$ cat config.mk
export PLATFORM = sky130hd
export DESIGN_NAME = pingpong_drain
export DESIGN_NICKNAME = d
export VERILOG_FILES = /design/src/rtl/pingpong_drain_pkg.sv /design/src/rtl/pingpong_drain.sv
export SDC_FILE = /design/constraint.sdc
export NUM_CORES = 1
export LEC_CHECK = 0
export CORE_ASPECT_RATIO = 0.75
export CORE_MARGIN = 4
export CORE_UTILIZATION = 40
export DETAILED_ROUTE_END_ITERATION = 6
export PLACE_DENSITY_LB_ADDON = 0.2
export SETUP_SLACK_MARGIN = 0.2
export SLEW_MARGIN = 20
export SYNTH_ARGS = -nofsm -noshare
export SYNTH_HDL_FRONTEND = slang
export SYNTH_SLANG_ARGS = --single-unit
$ cat constraint.sdc
create_clock -name clk -period 2 [get_ports clk]
set_input_delay 0.4 -clock clk [delete_from_list [all_inputs] [get_ports clk]]
set_output_delay 0.4 -clock clk [all_outputs]
set_load 0.01 [all_outputs]
$ cat src/rtl/pingpong_drain_pkg.sv
// Shared flash-controller constants: drain FSM encoding and default geometry.
package pingpong_drain_pkg;

  localparam int DRAIN_DATA_W     = 8;
  localparam int DRAIN_ADDR_W     = 11;
  localparam int DRAIN_PAGE_WORDS = 2048;

  typedef enum logic [2:0] {
    ST_IDLE  = 3'd0,
    ST_FETCH = 3'd1,
    ST_LOAD  = 3'd2,
    ST_SEND  = 3'd3,
    ST_DONE  = 3'd4
  } drain_state_e;

endpackage

$ cat src/rtl/pingpong_drain.sv
// Drains the bank just released by the writer, one word per 3 cycles,
// through a valid/ready port towards the flash write path.
module pingpong_drain
  import pingpong_drain_pkg::*;
#(
  parameter int DATA_W     = DRAIN_DATA_W,
  parameter int ADDR_W     = DRAIN_ADDR_W,
  parameter int PAGE_WORDS = DRAIN_PAGE_WORDS
) (
  input  logic              clk,
  input  logic              rst,
  input  logic              ram_change,
  input  logic              ram_adj,
  output logic              ram_busy,
  output logic              rd_en,
  output logic              rd_bank,
  output logic [ADDR_W-1:0] rd_addr,
  input  logic [DATA_W-1:0] rd_data,
  output logic [DATA_W-1:0] dout,
  output logic              dout_valid,
  input  logic              dout_ready,
  output logic              drain_done,
  output logic              overrun
);

  localparam logic [ADDR_W-1:0] LAST_ADDR = ADDR_W'(PAGE_WORDS - 1);

  drain_state_e      state_reg, state_next;
  logic              rd_bank_reg, rd_bank_next;
  logic [ADDR_W-1:0] rd_addr_reg, rd_addr_next;
  logic [DATA_W-1:0] dout_reg, dout_next;
  logic              overrun_reg, overrun_next;

  always_ff @(posedge clk or posedge rst) begin
    if (rst) begin
      state_reg   <= ST_IDLE;
      rd_bank_reg <= 1'b0;
      rd_addr_reg <= '0;
      dout_reg    <= '0;
      overrun_reg <= 1'b0;
    end else begin
      state_reg   <= state_next;
      rd_bank_reg <= rd_bank_next;
      rd_addr_reg <= rd_addr_next;
      dout_reg    <= dout_next;
      overrun_reg <= overrun_next;
    end
  end

  always_comb begin
    state_next   = state_reg;
    rd_bank_next = rd_bank_reg;
    rd_addr_next = rd_addr_reg;
    dout_next    = dout_reg;
    // A bank switch outside IDLE (DONE included) is flagged and otherwise dropped.
    overrun_next = overrun_reg | (ram_change && (state_reg != ST_IDLE));
    case (state_reg)
      ST_IDLE: begin
        if (ram_change) begin
          rd_bank_next = ~ram_adj;
          rd_addr_next = '0;
          state_next   = ST_FETCH;
        end
      end
      ST_FETCH: state_next = ST_LOAD;
      ST_LOAD: begin
        dout_next  = rd_data;
        state_next = ST_SEND;
      end
      ST_SEND: begin
        if (dout_ready) begin
          if (rd_addr_reg == LAST_ADDR) begin
            state_next = ST_DONE;
          end else begin
            rd_addr_next = rd_addr_reg + ADDR_W'(1);
            state_next   = ST_FETCH;
          end
        end
      end
      ST_DONE: state_next = ST_IDLE;
      default: state_next = ST_IDLE;
    endcase
  end

  assign ram_busy   = (state_reg != ST_IDLE);
  assign rd_en      = (state_reg == ST_FETCH);
  assign dout_valid = (state_reg == ST_SEND);
  assign drain_done = (state_reg == ST_DONE);
  assign rd_bank    = rd_bank_reg;
  assign rd_addr    = rd_addr_reg;
  assign dout       = dout_reg;
  assign overrun    = overrun_reg;

endmodule
==> metrics.cfg, run 1 <==
[worst_setup_path]
worstPathArrival_ps=1340
worstPathRequired_ps=1600
path_cells=clkdlybuf4s50_1
crit_type=register to output port
cp_max_fo=6
worst-path-buf-inv=1
crit_path_start_kind=register
max_stage_delay_ps=590
end_kind=output port
crit_slowest_cell=clkdlybuf4s50_1
reg2reg_slack_ps=270
cp_top_family=buffers and inverters

[floorplan]
ios=38
rows=16
die_height_um=54.9
die_w_um=70.6
core_area_um2=2700
start_util=0.435
die_area_um2=3880

[global_routing]
antenna_found_initial=0
grt_overflow_total=0
grt.total_usage=0.166
grt_pass1_vias=1067
grt_max_degree=25
grt_first_pass_wirelength_um=4840

[synthesis]
syn_avg_cell_area_um2=10.7
ys_types=37
syn_area_um2=1170
seq_area_frac_synth=0.511
syn_nets=124
ys_warn_count=0
netlist_instances=110
synth-seq-cells=24

[cells_and_area]
fill_cells=226
final_common_cell=clkdlybuf4s50_1
final_cell_area_um2=1750
fin_nets=179
largest_register_ffs=11
final_layout_size_suffix_gt1_frac=0.262
antenna_cells=0
area_growth_pct=48.7
final_cell_mix=33 x clkdlybuf4s50_1, 22 x dfrtp_1, 16 x buf_4

[timing]
relSlewSlack=0.730
clock_skew_ps=4.17
holdWs_ps=470
fmax_mhz=574
period_share=0.870
worst_slew_pin_slew_ps=404
setup_viol=0
finalMaxSlewViolations=0
rsz0062_at_grt=false
fin_crit_ps=1740
timing.final.hold_violations=0

[clocking]
ctsLongestPathBuffers=2
cts_tree=built
numCtsBuffers=3
root_buffer=clkbuf_8
clk_pin_slew_worst_paths_ps=90
h-tree-depth=1
clock_latency_ps=270
clkSinkCount=24

[pwr]
power_w=0.00236
p_per_area_nw_per_um2=1350
vdd_drop_max_mv=0.767
p_leak_nw=0.733

[route]
drt_iter0_markers=43
firstDrtPassIters=4
dr_total_vias=1081
via_per_inst=5.41
routed_wl_um=3020
wire_per_inst_um=15.1
drc=0
ant_nets=0

[place]
hpwl_um=2110
place_congestion=0.815
portBuffers=37
placed_area_um2=1620

[flow_run]
max-cap-violations=0

[run_status]
status=finished clean

[worst_hold_path]
hp-class=primary input to async pin

==> stage by stage <==
step	setup TNS, ps	cells	setup WS, ps	utilization
5_1_grt	0	200	204	0.646
2_1_floorplan	0	110	251	-
3_5_place_dp	-1070	188	-141	0.601
3_3_place_gp	-394	188	-62.8	0.601
4_1_cts	0	197	120	0.637
6_report	0	200	259	0.646
==> synth_stat cells <==
master / number / area (um^2)
nand4b_1: 1 / 8.76
o221ai_1: 1 / 8.76
ha_1: 1 / 12.5
a2bb2oi_1: 1 / 8.76
a41oi_2: 1 / 16.3
o21ai_0: 4 / 20.0
or4_4: 1 / 11.3
buf_4: 2 / 15.0
o211ai_1: 1 / 7.51
mux2i_1: 2 / 20.0
dfrtp_1: 24 / 601
nor2_2: 2 / 12.5
a21o_1: 1 / 7.51
a211oi_2: 1 / 12.5
a22o_1: 1 / 8.76
nand3_1: 3 / 15.0
o311ai_0: 1 / 8.76
nor4_1: 2 / 12.5
or2b_4: 1 / 11.3
inv_1: 5 / 18.8
and2_1: 1 / 6.26
nand3b_1: 1 / 7.51
nor3_1: 5 / 25.0
a21oi_1: 5 / 25.0
nor2_1: 7 / 26.3
nor2_4: 1 / 11.3
a21boi_0: 1 / 7.51
a31oi_1: 5 / 31.3
nand4_1: 2 / 12.5
nand3_2: 1 / 10.0
buf_6: 1 / 11.3
or3_1: 2 / 12.5
nand2_1: 11 / 41.3
a211o_2: 1 / 10.0
inv_2: 1 / 3.75
and3_1: 1 / 6.26
mux2_2: 8 / 90.1
==> final cells by class <==
type,instances,area [um^2],area share
timing repair buffer,53,483,0.277
multi-input combinational,77,538,0.308
tap,36,45.0,0.0258
sequential,24,603,0.345
inverter,6,22.5,0.0129
clock buffer,4,55.1,0.0315
==> worst paths after layout <==
check                                  startpoint  cells past startpoint                        to
min reg2reg                     overrun$_DFF_PP0_                      1         overrun$_DFF_PP0_
max                        rd_addr[7]$_DFFE_PP0P_                      1                rd_addr[7]
min                                           rst                      3       dout[1]$_DFFE_PP0P_
max in group asynchronous                     rst                      3  state_reg[2]$_DFFE_PP0P_
max reg2reg                rd_addr[0]$_DFFE_PP0P_                      6    rd_addr[6]$_DFFE_PP0P_
min in group clk                overrun$_DFF_PP0_                      1         overrun$_DFF_PP0_
==> per-layer routing <==
layer,GRT usage,vias to the layer above,part of all wire
met5,0,-,0
met4,0.0438,0,0.0043
met3,0.0505,2,0.055
met2,0.287,31,0.45
met1,0.208,539,0.49
li1,-,509,-
==> repair_timing <==
item	in CTS	in global routing
endpoints found under the setup margin	14	13
hold buffers	0	0
setup buffers	5	3
resized for setup	7	6
pin swaps	2	3
==> kinds of logic after synthesis <==
group                    count (synthesis)  share of synthesized area
buffers and inverters                    9                     0.0415
multiplexers                            10                     0.0937
AO/OA/AOI/OAI                           24                      0.147
AND/OR/NAND/NOR                         42                      0.196
flip-flops                              24                      0.511
adder cells (fa/ha/maj)                  1                     0.0106
==> power by group <==
part,internal (W),switching (W)
Clock,0.000176,0.000162
Sequential,0.000663,0.000142
Combinational,0.000670,0.000547
(Power assumes the default switching activity.)
==> inputs of run 2 (changes only) <==
Settings changed: GPL_TIMING_DRIVEN set to 0.
==> metrics.cfg, run 2 (synthesis results as in run 1) <==
[run_status]
status=finished clean

[global_routing]
grtUsageMet1=0.211
grt_pass1_vias=991
antenna_found_initial=0
grt_first_pass_wirelength_um=4640
grt_overflow_total=0
grt_use_met3=0.0505
grt_max_degree=25
top_usage_layer=met2
grt.total_usage=0.155
grt_use_met2=0.234

[timing]
rsz0062_at_grt=false
worst_slew_pin_slew_ps=899
fin_ws_ps=257
relSlewSlack=0.400
timing.final.hold_violations=0
clock_skew_ps=3.78
setup_viol=0
fmax_mhz=574
fin_crit_ps=1740
period_share=0.871
finalMaxSlewViolations=0
setup_tns_ps=0

[clocking]
root_buffer=clkbuf_8
h-tree-depth=1
clk_pin_slew_worst_paths_ps=80
cts_tree=built
ctsLongestPathBuffers=2
hold_buffers=0
clkSinkCount=24
clock_latency_ps=260
numCtsBuffers=3

[floorplan]
core_area_um2=2700
die_area_um2=3880
start_util=0.435
die_height_um=54.9
ios=38
die_w_um=70.6
rows=16

[worst_setup_path]
crit_type=register to output port
worst-path-buf-inv=1
max_stage_delay_ps=480
end_kind=output port
crit_slowest_cell=dfrtp_1
worstPathRequired_ps=1600
cp_max_fo=6
path_cells=or2b_4 > nor2_4 > clkbuf_2
worstPathArrival_ps=1340
crit_path_start_kind=register
cp_top_family=flip-flops

[pwr]
p_per_area_nw_per_um2=1340
p_leak_nw=0.685
vdd_drop_max_mv=0.707

[cells_and_area]
antenna_cells=0
final_cells=190
final_layout_size_suffix_gt1_frac=0.227
area_growth_pct=44.5
final_common_cell=clkdlybuf4s50_1
final_util=0.628
fin_nets=170
fill_cells=238
final_cell_mix=33 x clkdlybuf4s50_1, 22 x dfrtp_1, 10 x nand2_1
largest_register_ffs=11

[place]
place_ws_ps=-114
portBuffers=37
place_congestion=0.787
placed_cells=183
hpwl_um=1910

[route]
dr_total_vias=1031
ant_nets=0
firstDrtPassIters=4
drc=0
wire_per_inst_um=14.3
via_per_inst=5.43
routed_wl_um=2730
drt_iter0_markers=83

[flow_run]
max-cap-violations=0

[worst_hold_path]
hp-class=register to register

run 2: worst paths after layout:
path                                           from                endpoint  slack, ps  cells past startpoint
setup / recovery           state_reg[1]$_DFFE_PP0P_              dout_valid        260                      3
hold / removal                    overrun$_DFF_PP0_       overrun$_DFF_PP0_        460                      1
setup reg to reg             rd_addr[1]$_DFFE_PP0P_  rd_addr[7]$_DFFE_PP0P_        300                      6
hold reg to reg                   overrun$_DFF_PP0_       overrun$_DFF_PP0_        460                      1
max in group asynchronous                       rst  rd_addr[6]$_DFFE_PP0P_        770                      2
min in group asynchronous                       rst     dout[2]$_DFFE_PP0P_        620                      2
run 2: metal layers:
layer	up-vias	share of wire	routed length [um]
met5	-	0	0
met3	5	0.064	175
li1	494	-	-
met4	0	0.012	34
met1	498	0.47	1280
met2	34	0.45	1230
run 2: final cells by class:
cell class	count	area (um^2)	share of cell area
Clock buffer	3	41.3	0.0243
Timing Repair Buffer	41	400	0.236
Multi-Input combinational cell	77	559	0.329
Buffer	3	26.3	0.0155
Inverter	6	22.5	0.0133
Tap cell	36	45.0	0.0265
Sequential cell	24	603	0.355
run 2: what timing repair did:
item,4_1_cts,5_1_grt
gates cloned,0,0
resized for setup,8,9
endpoints found under the setup margin,14,14
pin swaps,2,1
buffers inserted,1,3
run 2: through the flow:
step	hold slack, ps	area (um^2)	power, W
2_1_floorplan	415	1170	0.00138
3_3_place_gp	439	1590	0.00187
3_5_place_dp	448	1590	0.00190
4_1_cts	467	1640	0.00219
5_1_grt	497	1700	0.00245
6_report	462	1700	0.00227
run 2: where the power goes:
part | total [W] | leakage, nW | internal (W) | switching (W)
registers | 0.000816 | 0.289 | 0.000663 | 0.000153
logic | 0.00118 | 0.375 | 0.000654 | 0.000527
clock network | 0.000278 | 0.0216 | 0.000135 | 0.000143
total | 0.00227 | 0.685 | 0.00145 | 0.000823
run 2: worst register-to-register path, cell delays in order, from the launching register on:
cell and delay (ps):
dfrtp_1 410, ha_4 180, nand2_2 90, or4_4 530, buf_6 150, a41oi_2 160
a31oi_1 60
